[src/rtl/mult_error_sweeper_if.sv]
// Bundle between the error sweeper and its environment: operand drive to the
// multiplier, the multiplier's result ports, the start request and the
// accumulated statistics read back by the display/readout logic.
interface mult_error_sweeper_if #(
    parameter int N     = 8,
    parameter int CNT_W = 2 * N + 1,
    parameter int SUM_W = 2 * N + 8
);
    // Control
    logic             start;
    logic             busy;
    logic             done;

    // Operands towards the multiplier and its results back
    logic [N-1:0]     op_a;
    logic [N-1:0]     op_b;
    logic [2*N-1:0]   exact_product;
    logic [2*N-1:0]   approx_product;
    logic [7:0]       percent_error;
    logic             error_flag;

    // Statistics
    logic [CNT_W-1:0] pair_count;
    logic [CNT_W-1:0] flag_count;
    logic [CNT_W-1:0] mismatch_count;
    logic [SUM_W-1:0] err_sum;
    logic [7:0]       max_err;
    logic [N-1:0]     max_err_a;
    logic [N-1:0]     max_err_b;

    // The sweeper drives operands and statistics and consumes the results.
    modport master (
        input  start,
        input  exact_product,
        input  approx_product,
        input  percent_error,
        input  error_flag,
        output op_a,
        output op_b,
        output busy,
        output done,
        output pair_count,
        output flag_count,
        output mismatch_count,
        output err_sum,
        output max_err,
        output max_err_a,
        output max_err_b
    );

    // The environment (multiplier plus readout) sees the mirror image.
    modport slave (
        output start,
        output exact_product,
        output approx_product,
        output percent_error,
        output error_flag,
        input  op_a,
        input  op_b,
        input  busy,
        input  done,
        input  pair_count,
        input  flag_count,
        input  mismatch_count,
        input  err_sum,
        input  max_err,
        input  max_err_a,
        input  max_err_b
    );
endinterface

[src/rtl/mult_error_sweeper.sv]
// Exhaustive operand sweeper for the approximate multiplier. Each pair gets a
// DRIVE cycle (operands stable, multiplier settles) and a SAMPLE cycle whose
// closing edge folds the multiplier's results into the running statistics.
// op_b is the inner loop, op_a the outer loop.
module mult_error_sweeper #(
    parameter int N     = 8,
    parameter int CNT_W = 2 * N + 1,
    parameter int SUM_W = 2 * N + 8
) (
    input  logic                clk,
    input  logic                rst,
    mult_error_sweeper_if.master bus
);

    typedef enum logic [1:0] {
        ST_IDLE,
        ST_DRIVE,
        ST_SAMPLE,
        ST_DONE
    } state_t;

    localparam logic [N-1:0] OP_MAX = {N{1'b1}};

    state_t           stateReg;
    logic [N-1:0]     opAReg;
    logic [N-1:0]     opBReg;
    logic             busyReg;
    logic             doneReg;
    logic [CNT_W-1:0] pairCountReg;
    logic [CNT_W-1:0] flagCountReg;
    logic [CNT_W-1:0] mismatchCountReg;
    logic [SUM_W-1:0] errSumReg;
    logic [7:0]       maxErrReg;
    logic [N-1:0]     maxErrAReg;
    logic [N-1:0]     maxErrBReg;

    // Per-pair contributions, widened to the accumulator widths.
    logic [CNT_W-1:0] flagInc;
    logic [CNT_W-1:0] mismatchInc;
    logic [SUM_W-1:0] errInc;
    logic             newMax;

    // Result decoding for the pair currently on the operand bus.
    always_comb begin
        flagInc     = CNT_W'(bus.error_flag);
        mismatchInc = CNT_W'(bus.approx_product != bus.exact_product);
        errInc      = SUM_W'(bus.percent_error);
        // Strictly greater keeps the first occurrence on ties.
        newMax      = (bus.percent_error > maxErrReg);
    end

    // Sweep sequencer, operand generator and statistics accumulators.
    always_ff @(posedge clk) begin
        if (rst) begin
            stateReg         <= ST_IDLE;
            opAReg           <= '0;
            opBReg           <= '0;
            busyReg          <= 1'b0;
            doneReg          <= 1'b0;
            pairCountReg     <= '0;
            flagCountReg     <= '0;
            mismatchCountReg <= '0;
            errSumReg        <= '0;
            maxErrReg        <= '0;
            maxErrAReg       <= '0;
            maxErrBReg       <= '0;
        end else begin
            case (stateReg)
                ST_IDLE: begin
                    busyReg <= 1'b0;
                    doneReg <= 1'b0;
                    if (bus.start) begin
                        // Statistics from the previous sweep are kept until
                        // the next one is actually launched.
                        pairCountReg     <= '0;
                        flagCountReg     <= '0;
                        mismatchCountReg <= '0;
                        errSumReg        <= '0;
                        maxErrReg        <= '0;
                        maxErrAReg       <= '0;
                        maxErrBReg       <= '0;
                        opAReg           <= '0;
                        opBReg           <= '0;
                        busyReg          <= 1'b1;
                        stateReg         <= ST_DRIVE;
                    end
                end

                ST_DRIVE: begin
                    // Operands were updated on the previous edge; give the
                    // multiplier this whole period to settle.
                    stateReg <= ST_SAMPLE;
                end

                ST_SAMPLE: begin
                    pairCountReg     <= pairCountReg + CNT_W'(1);
                    flagCountReg     <= flagCountReg + flagInc;
                    mismatchCountReg <= mismatchCountReg + mismatchInc;
                    errSumReg        <= errSumReg + errInc;
                    if (newMax) begin
                        maxErrReg  <= bus.percent_error;
                        maxErrAReg <= opAReg;
                        maxErrBReg <= opBReg;
                    end

                    if (opBReg != OP_MAX) begin
                        opBReg   <= opBReg + N'(1);
                        stateReg <= ST_DRIVE;
                    end else begin
                        opBReg <= '0;
                        if (opAReg != OP_MAX) begin
                            opAReg   <= opAReg + N'(1);
                            stateReg <= ST_DRIVE;
                        end else begin
                            // Last pair sampled: operands wrap to (0,0).
                            opAReg   <= '0;
                            busyReg  <= 1'b0;
                            doneReg  <= 1'b1;
                            stateReg <= ST_DONE;
                        end
                    end
                end

                ST_DONE: begin
                    doneReg  <= 1'b0;
                    stateReg <= ST_IDLE;
                end

                default: begin
                    stateReg <= ST_IDLE;
                end
            endcase
        end
    end

    assign bus.op_a           = opAReg;
    assign bus.op_b           = opBReg;
    assign bus.busy           = busyReg;
    assign bus.done           = doneReg;
    assign bus.pair_count     = pairCountReg;
    assign bus.flag_count     = flagCountReg;
    assign bus.mismatch_count = mismatchCountReg;
    assign bus.err_sum        = errSumReg;
    assign bus.max_err        = maxErrReg;
    assign bus.max_err_a      = maxErrAReg;
    assign bus.max_err_b      = maxErrBReg;

endmodule

[src/flat_wrapper.sv]
// flat-port wrapper written by rule: the top's interface ports become plain ports
module mult_error_sweeper_flat 
#(
    parameter int N     = 8,
    parameter int CNT_W = 2 * N + 1,
    parameter int SUM_W = 2 * N + 8
)
  (clk, rst, bus_start, bus_exact_product, bus_approx_product, bus_percent_error, bus_error_flag, bus_op_a, bus_op_b, bus_busy, bus_done, bus_pair_count, bus_flag_count, bus_mismatch_count, bus_err_sum, bus_max_err, bus_max_err_a, bus_max_err_b);
  mult_error_sweeper_if #(.N(N), .CNT_W(CNT_W), .SUM_W(SUM_W)) bus_i ();
  input  logic clk;
  input  logic rst;
  input wire logic [$bits(bus_i.start)-1:0] bus_start;
  input wire logic [$bits(bus_i.exact_product)-1:0] bus_exact_product;
  input wire logic [$bits(bus_i.approx_product)-1:0] bus_approx_product;
  input wire logic [$bits(bus_i.percent_error)-1:0] bus_percent_error;
  input wire logic [$bits(bus_i.error_flag)-1:0] bus_error_flag;
  output wire logic [$bits(bus_i.op_a)-1:0] bus_op_a;
  output wire logic [$bits(bus_i.op_b)-1:0] bus_op_b;
  output wire logic [$bits(bus_i.busy)-1:0] bus_busy;
  output wire logic [$bits(bus_i.done)-1:0] bus_done;
  output wire logic [$bits(bus_i.pair_count)-1:0] bus_pair_count;
  output wire logic [$bits(bus_i.flag_count)-1:0] bus_flag_count;
  output wire logic [$bits(bus_i.mismatch_count)-1:0] bus_mismatch_count;
  output wire logic [$bits(bus_i.err_sum)-1:0] bus_err_sum;
  output wire logic [$bits(bus_i.max_err)-1:0] bus_max_err;
  output wire logic [$bits(bus_i.max_err_a)-1:0] bus_max_err_a;
  output wire logic [$bits(bus_i.max_err_b)-1:0] bus_max_err_b;
  assign bus_i.start = bus_start;
  assign bus_i.exact_product = bus_exact_product;
  assign bus_i.approx_product = bus_approx_product;
  assign bus_i.percent_error = bus_percent_error;
  assign bus_i.error_flag = bus_error_flag;
  assign bus_op_a = bus_i.op_a;
  assign bus_op_b = bus_i.op_b;
  assign bus_busy = bus_i.busy;
  assign bus_done = bus_i.done;
  assign bus_pair_count = bus_i.pair_count;
  assign bus_flag_count = bus_i.flag_count;
  assign bus_mismatch_count = bus_i.mismatch_count;
  assign bus_err_sum = bus_i.err_sum;
  assign bus_max_err = bus_i.max_err;
  assign bus_max_err_a = bus_i.max_err_a;
  assign bus_max_err_b = bus_i.max_err_b;
  mult_error_sweeper #(.N(N), .CNT_W(CNT_W), .SUM_W(SUM_W)) u_core (.clk(clk), .rst(rst), .bus(bus_i));
endmodule
[config.mk]
export PLATFORM = sky130hd
export DESIGN_NAME = mult_error_sweeper_flat
export DESIGN_NICKNAME = d
export VERILOG_FILES = /design/src/rtl/mult_error_sweeper_if.sv /design/src/rtl/mult_error_sweeper.sv /design/src/flat_wrapper.sv
export SDC_FILE = /design/constraint.sdc
export NUM_CORES = 1
export LEC_CHECK = 0
export CORE_UTILIZATION = 49
export CTS_CLUSTER_SIZE = 20
export DETAILED_ROUTE_END_ITERATION = 8
export HOLD_SLACK_MARGIN = 0.02
export PLACE_DENSITY = 0.91
export SYNTH_ARGS = -nofsm -noshare
export SYNTH_HDL_FRONTEND = slang
export SYNTH_SLANG_ARGS = --single-unit
export TNS_END_PERCENT = 5
[constraint.sdc]
create_clock -name clk -period 2.7 [get_ports clk]
set_clock_uncertainty 0.1 [all_clocks]
set_input_delay 0.405 -clock clk [delete_from_list [all_inputs] [get_ports clk]]
set_output_delay 0.405 -clock clk [all_outputs]
set_load 0.01 [all_outputs]
==> flow_summary.ini <==
[clocking]
clk_path_buf_depth = 2
root_buffer = clkbuf_16
cts-resized-gates = 0
cts_max_level = 4
post_cts_buffers = 0
clk_pin_slew_ps = 50
postCtsHoldBufs = 0
cts_buffers = 17
clkSinkCount = 119
cts_tree = built
insertion_delay_ps = 420

[logic_synthesis]
yosysMostFrequentCell = dfxtp_1
ys_seq_area_share_pct = 40.46
synth.cell_area_um2 = 5888
netlist.area_leader.share_pct = 40.46
synthCells = 649
avgSynthCellArea_um2 = 9.073
yosysUniqueCellTypes = 58
yosys_warnings = 0
synthTopCellsByArea = dfxtp_1, xor2_1, ha_1
syn_nets = 720
synthArstFlopShare_pct = 0
synth_flop_cell = dfxtp_1
synth_edf_count = 0
synth.top_cells.by_count = dfxtp_1, nor2_1, nand2_1, xor2_1, a21oi_1
synth_top_cell_by_area = dfxtp_1
yosys_register_bits = 119

[routing]
drt_wl_total_um = 15180
vias = 5537
dr.first_iter.drc_count = 412
dr_wl_met3_um = 867
top_layer_used = met4
route.layer.met1.wl_um = 6429
drc = 9
vias_per_cell = 5.599
ant_nets = 0
route.met2.wl_um = 7407
wl_per_cell_um = 15.35
drt_pass1_iterations = 9

[floorplanning]
die_w_um = 111.6
ios = 161
die_y_um = 111.6
fp-row-count = 39
die_area_um2 = 12460
core_um2 = 11560
initial_utilization_pct = 50.91

[global_route]
antenna_found_initial = 0
grt_overflow = 0
grt_max_degree = 33
grtUsageTotal_pct = 24.92
grt_pass1_vias = 5224
grt_first_pass_wirelength_um = 24570

[timing]
slew-limit-headroom_pct = 64.94
finalSetupViolCount = 0
grt_setup_unrepaired = no
period_minus_slack_ps = 2443
hold_viol = 0
fin_ws_ps = 257.0
setup-tns-final_ps = 0
maxSlewViolCount = 0
worst_pin_slew_ps = 524.8
fmax_mhz = 409.3
period_share_pct = 90.48

[layout]
antennaDiodeCount = 0
drive_gt1_share_pct = 9.338
area_delta_synth_final_pct = 41.86
postLayoutCellArea_um2 = 8353
nFillCells = 795
nets = 907

[worst_setup_path]
r2r_cells = 7
cp-start-kind = primary input
r2r_slack_ps = 360
timing.rr.start = u_core.bus.err_sum[0]$_SDFFE_PP0P_
cp-endpoint = u_core.bus.err_sum[14]$_SDFFE_PP0P_
path_class = in -> reg
r2r-end = u_core.bus.err_sum[14]$_SDFFE_PP0P_
cp.arrival_ps = 2700
cp_num_cells = 8
crit_buf_inv = 1
critPathCaptureType = register
crit_path_start = bus_percent_error[0]
crit_family = compound AO/OA/AOI/OAI gates
critPathMaxStageDelay_ps = 450
required_ps = 2960
worstPathMaxFanout = 5
crit_slowest_cell = a2111o_1
crit_chain = clkdlybuf4s50_1 -> ha_1 -> fa_1 -> a21o_1 -> a2111o_1 -> and3_1 -> a31oi_1 -> o21a_1

[status]
violations = design-rule violations
status = complete, but fails checks

[power]
ir_drop_mv = 0.3478
combPwrFrac_pct = 13.1
p_seq_share_pct = 40.6
p_per_area_nw_per_um2 = 535.9
clkPwrFrac_pct = 46.3
p_switching_mw = 1.093
switching_share_pct = 24.42
internal-power_mw = 3.383
p_leak_nw = 3.065

[hold_path]
hold_depth = 2
hp-class = reg -> reg

[placed_design]
place_hpwl_um = 10860
dp_worst_setup_slack_ps = -123.7
place_area_um2 = 7812
portBuffers = 160
gp_congestion = 0.8581

[run]
maxCapViolCount = 0
[cell families (layout without fill, tap and decap cells)]
logic type / after synthesis / after routing / share of synthesized area (%)
xor gates and xnor gates: 67 / 67 / 9.966
AOI/OAI and AO/OA: 120 / 120 / 14.87
buffers and inverters: 45 / 242 / 3.591
muxes: 12 / 12 / 2.146
and+or+nand+nor: 259 / 259 / 23.10
adders and majority gates: 27 / 27 / 5.865
DFF: 119 / 119 / 40.46
[how the worst min path moves through the flow]
stage | slack (ps) | end | startpoint
final | 370 | u_core.stateReg[1]$_SDFFE_PP0P_ | u_core.stateReg[1]$_SDFFE_PP0P_
after CTS | 380 | u_core.stateReg[1]$_SDFFE_PP0P_ | u_core.stateReg[1]$_SDFFE_PP0P_
after detailed placement | 370 | u_core.bus.max_err_a[0]$_SDFFE_PP0P_ | u_core.bus.max_err_a[0]$_SDFFE_PP0P_
after floorplan | 350 | u_core.stateReg[1]$_SDFFE_PP0P_ | u_core.stateReg[1]$_SDFFE_PP0P_
after global routing | 400 | u_core.bus.max_err_a[0]$_SDFFE_PP0P_ | u_core.bus.max_err_a[0]$_SDFFE_PP0P_
after global placement | 360 | u_core.stateReg[1]$_SDFFE_PP0P_ | u_core.stateReg[1]$_SDFFE_PP0P_
[sequential cells by signal (all words and copies together), names as in the netlist]
register,cells
u_core.bus.mismatch_count,17
u_core.bus.op_a,8
u_core.bus.done,1
u_core.stateReg,2
u_core.bus.busy,1
u_core.bus.flag_count,17
u_core.bus.max_err_a,8
u_core.bus.op_b,8
u_core.bus.max_err,8
u_core.bus.max_err_b,8
u_core.bus.err_sum,24
u_core.bus.pair_count,17
[through the flow]
step	cells	utilization [%]	power, mW	hold WS (ps)
3_5_place_dp	960	67.55	2.435	366.1
2_1_floorplan	649	-	2.190	348.6
4_1_cts	989	72.23	4.500	376.1
6_report	989	72.23	4.476	371.9
5_1_grt	989	72.23	4.635	396.8
3_3_place_gp	960	67.55	2.421	360.5
[per-layer routing]
| layer | GRT usage, % | vias to the layer above |
|---|---|---|
| li1 | - | 2688 |
| met1 | 28.40 | 2590 |
| met2 | 42.69 | 216 |
| met3 | 6.696 | 43 |
| met4 | 12.97 | 0 |
| met5 | 0 | - |
[power groups by stage]
stage | Sequential (mW) | Combinational (mW) | Clock [mW]
after floorplan | 1.86 | 0.331 | 0
after global placement | 1.85 | 0.569 | 0
after detailed placement | 1.85 | 0.581 | 0
after CTS | 1.82 | 0.587 | 2.09
after global routing | 1.82 | 0.633 | 2.18
final | 1.82 | 0.586 | 2.07
[final cells by class]
class / count / area [µm²] / share of cell area, %
clock buffers: 25 / 495.5 / 5.932
clock inverters: 4 / 45.04 / 0.5392
inverters: 23 / 86.33 / 1.034
multi-input cells: 485 / 3301 / 39.51
flip-flops and latches: 119 / 2382 / 28.52
well taps: 143 / 178.9 / 2.142
repair buffers: 190 / 1864 / 22.32
[placed cells by master (no fill, tap or decap), types with 2 or more instances in the layout]
cell type        count
clkdlybuf4s50_1    160
dfxtp_1            119
nor2_1              76
nand2_1             49
xor2_1              41
a21oi_1             32
buf_4               27
xnor2_1             26
ha_1                26
nand3_1             24
a22o_1              24
inv_1               23
o21ai_0             20
nor3_1              18
clkbuf_16           17
nand4_1             16
or3_1               15
and3_1              12
a22oi_1             10
nand2b_1             9
mux2i_1              9
and4_1               8
nor4_1               7
a211oi_1             6
a21o_1               5
o21a_1               5
nor2b_1              4
and2_1               4
nand3_2              4
clkbuf_8             4
clkbuf_1             4
clkinv_2             3
buf_12               3
o211ai_1             2
a2111o_1             2
a31o_2               2
nand4_4              2
a2111oi_2            2
[tightest hold or removal path, stage by stage, from the launching register on]
cell and delay (ps):
dfxtp_1 320, nand2_1 60, a21oi_1 50
(Power assumes the default switching activity.)
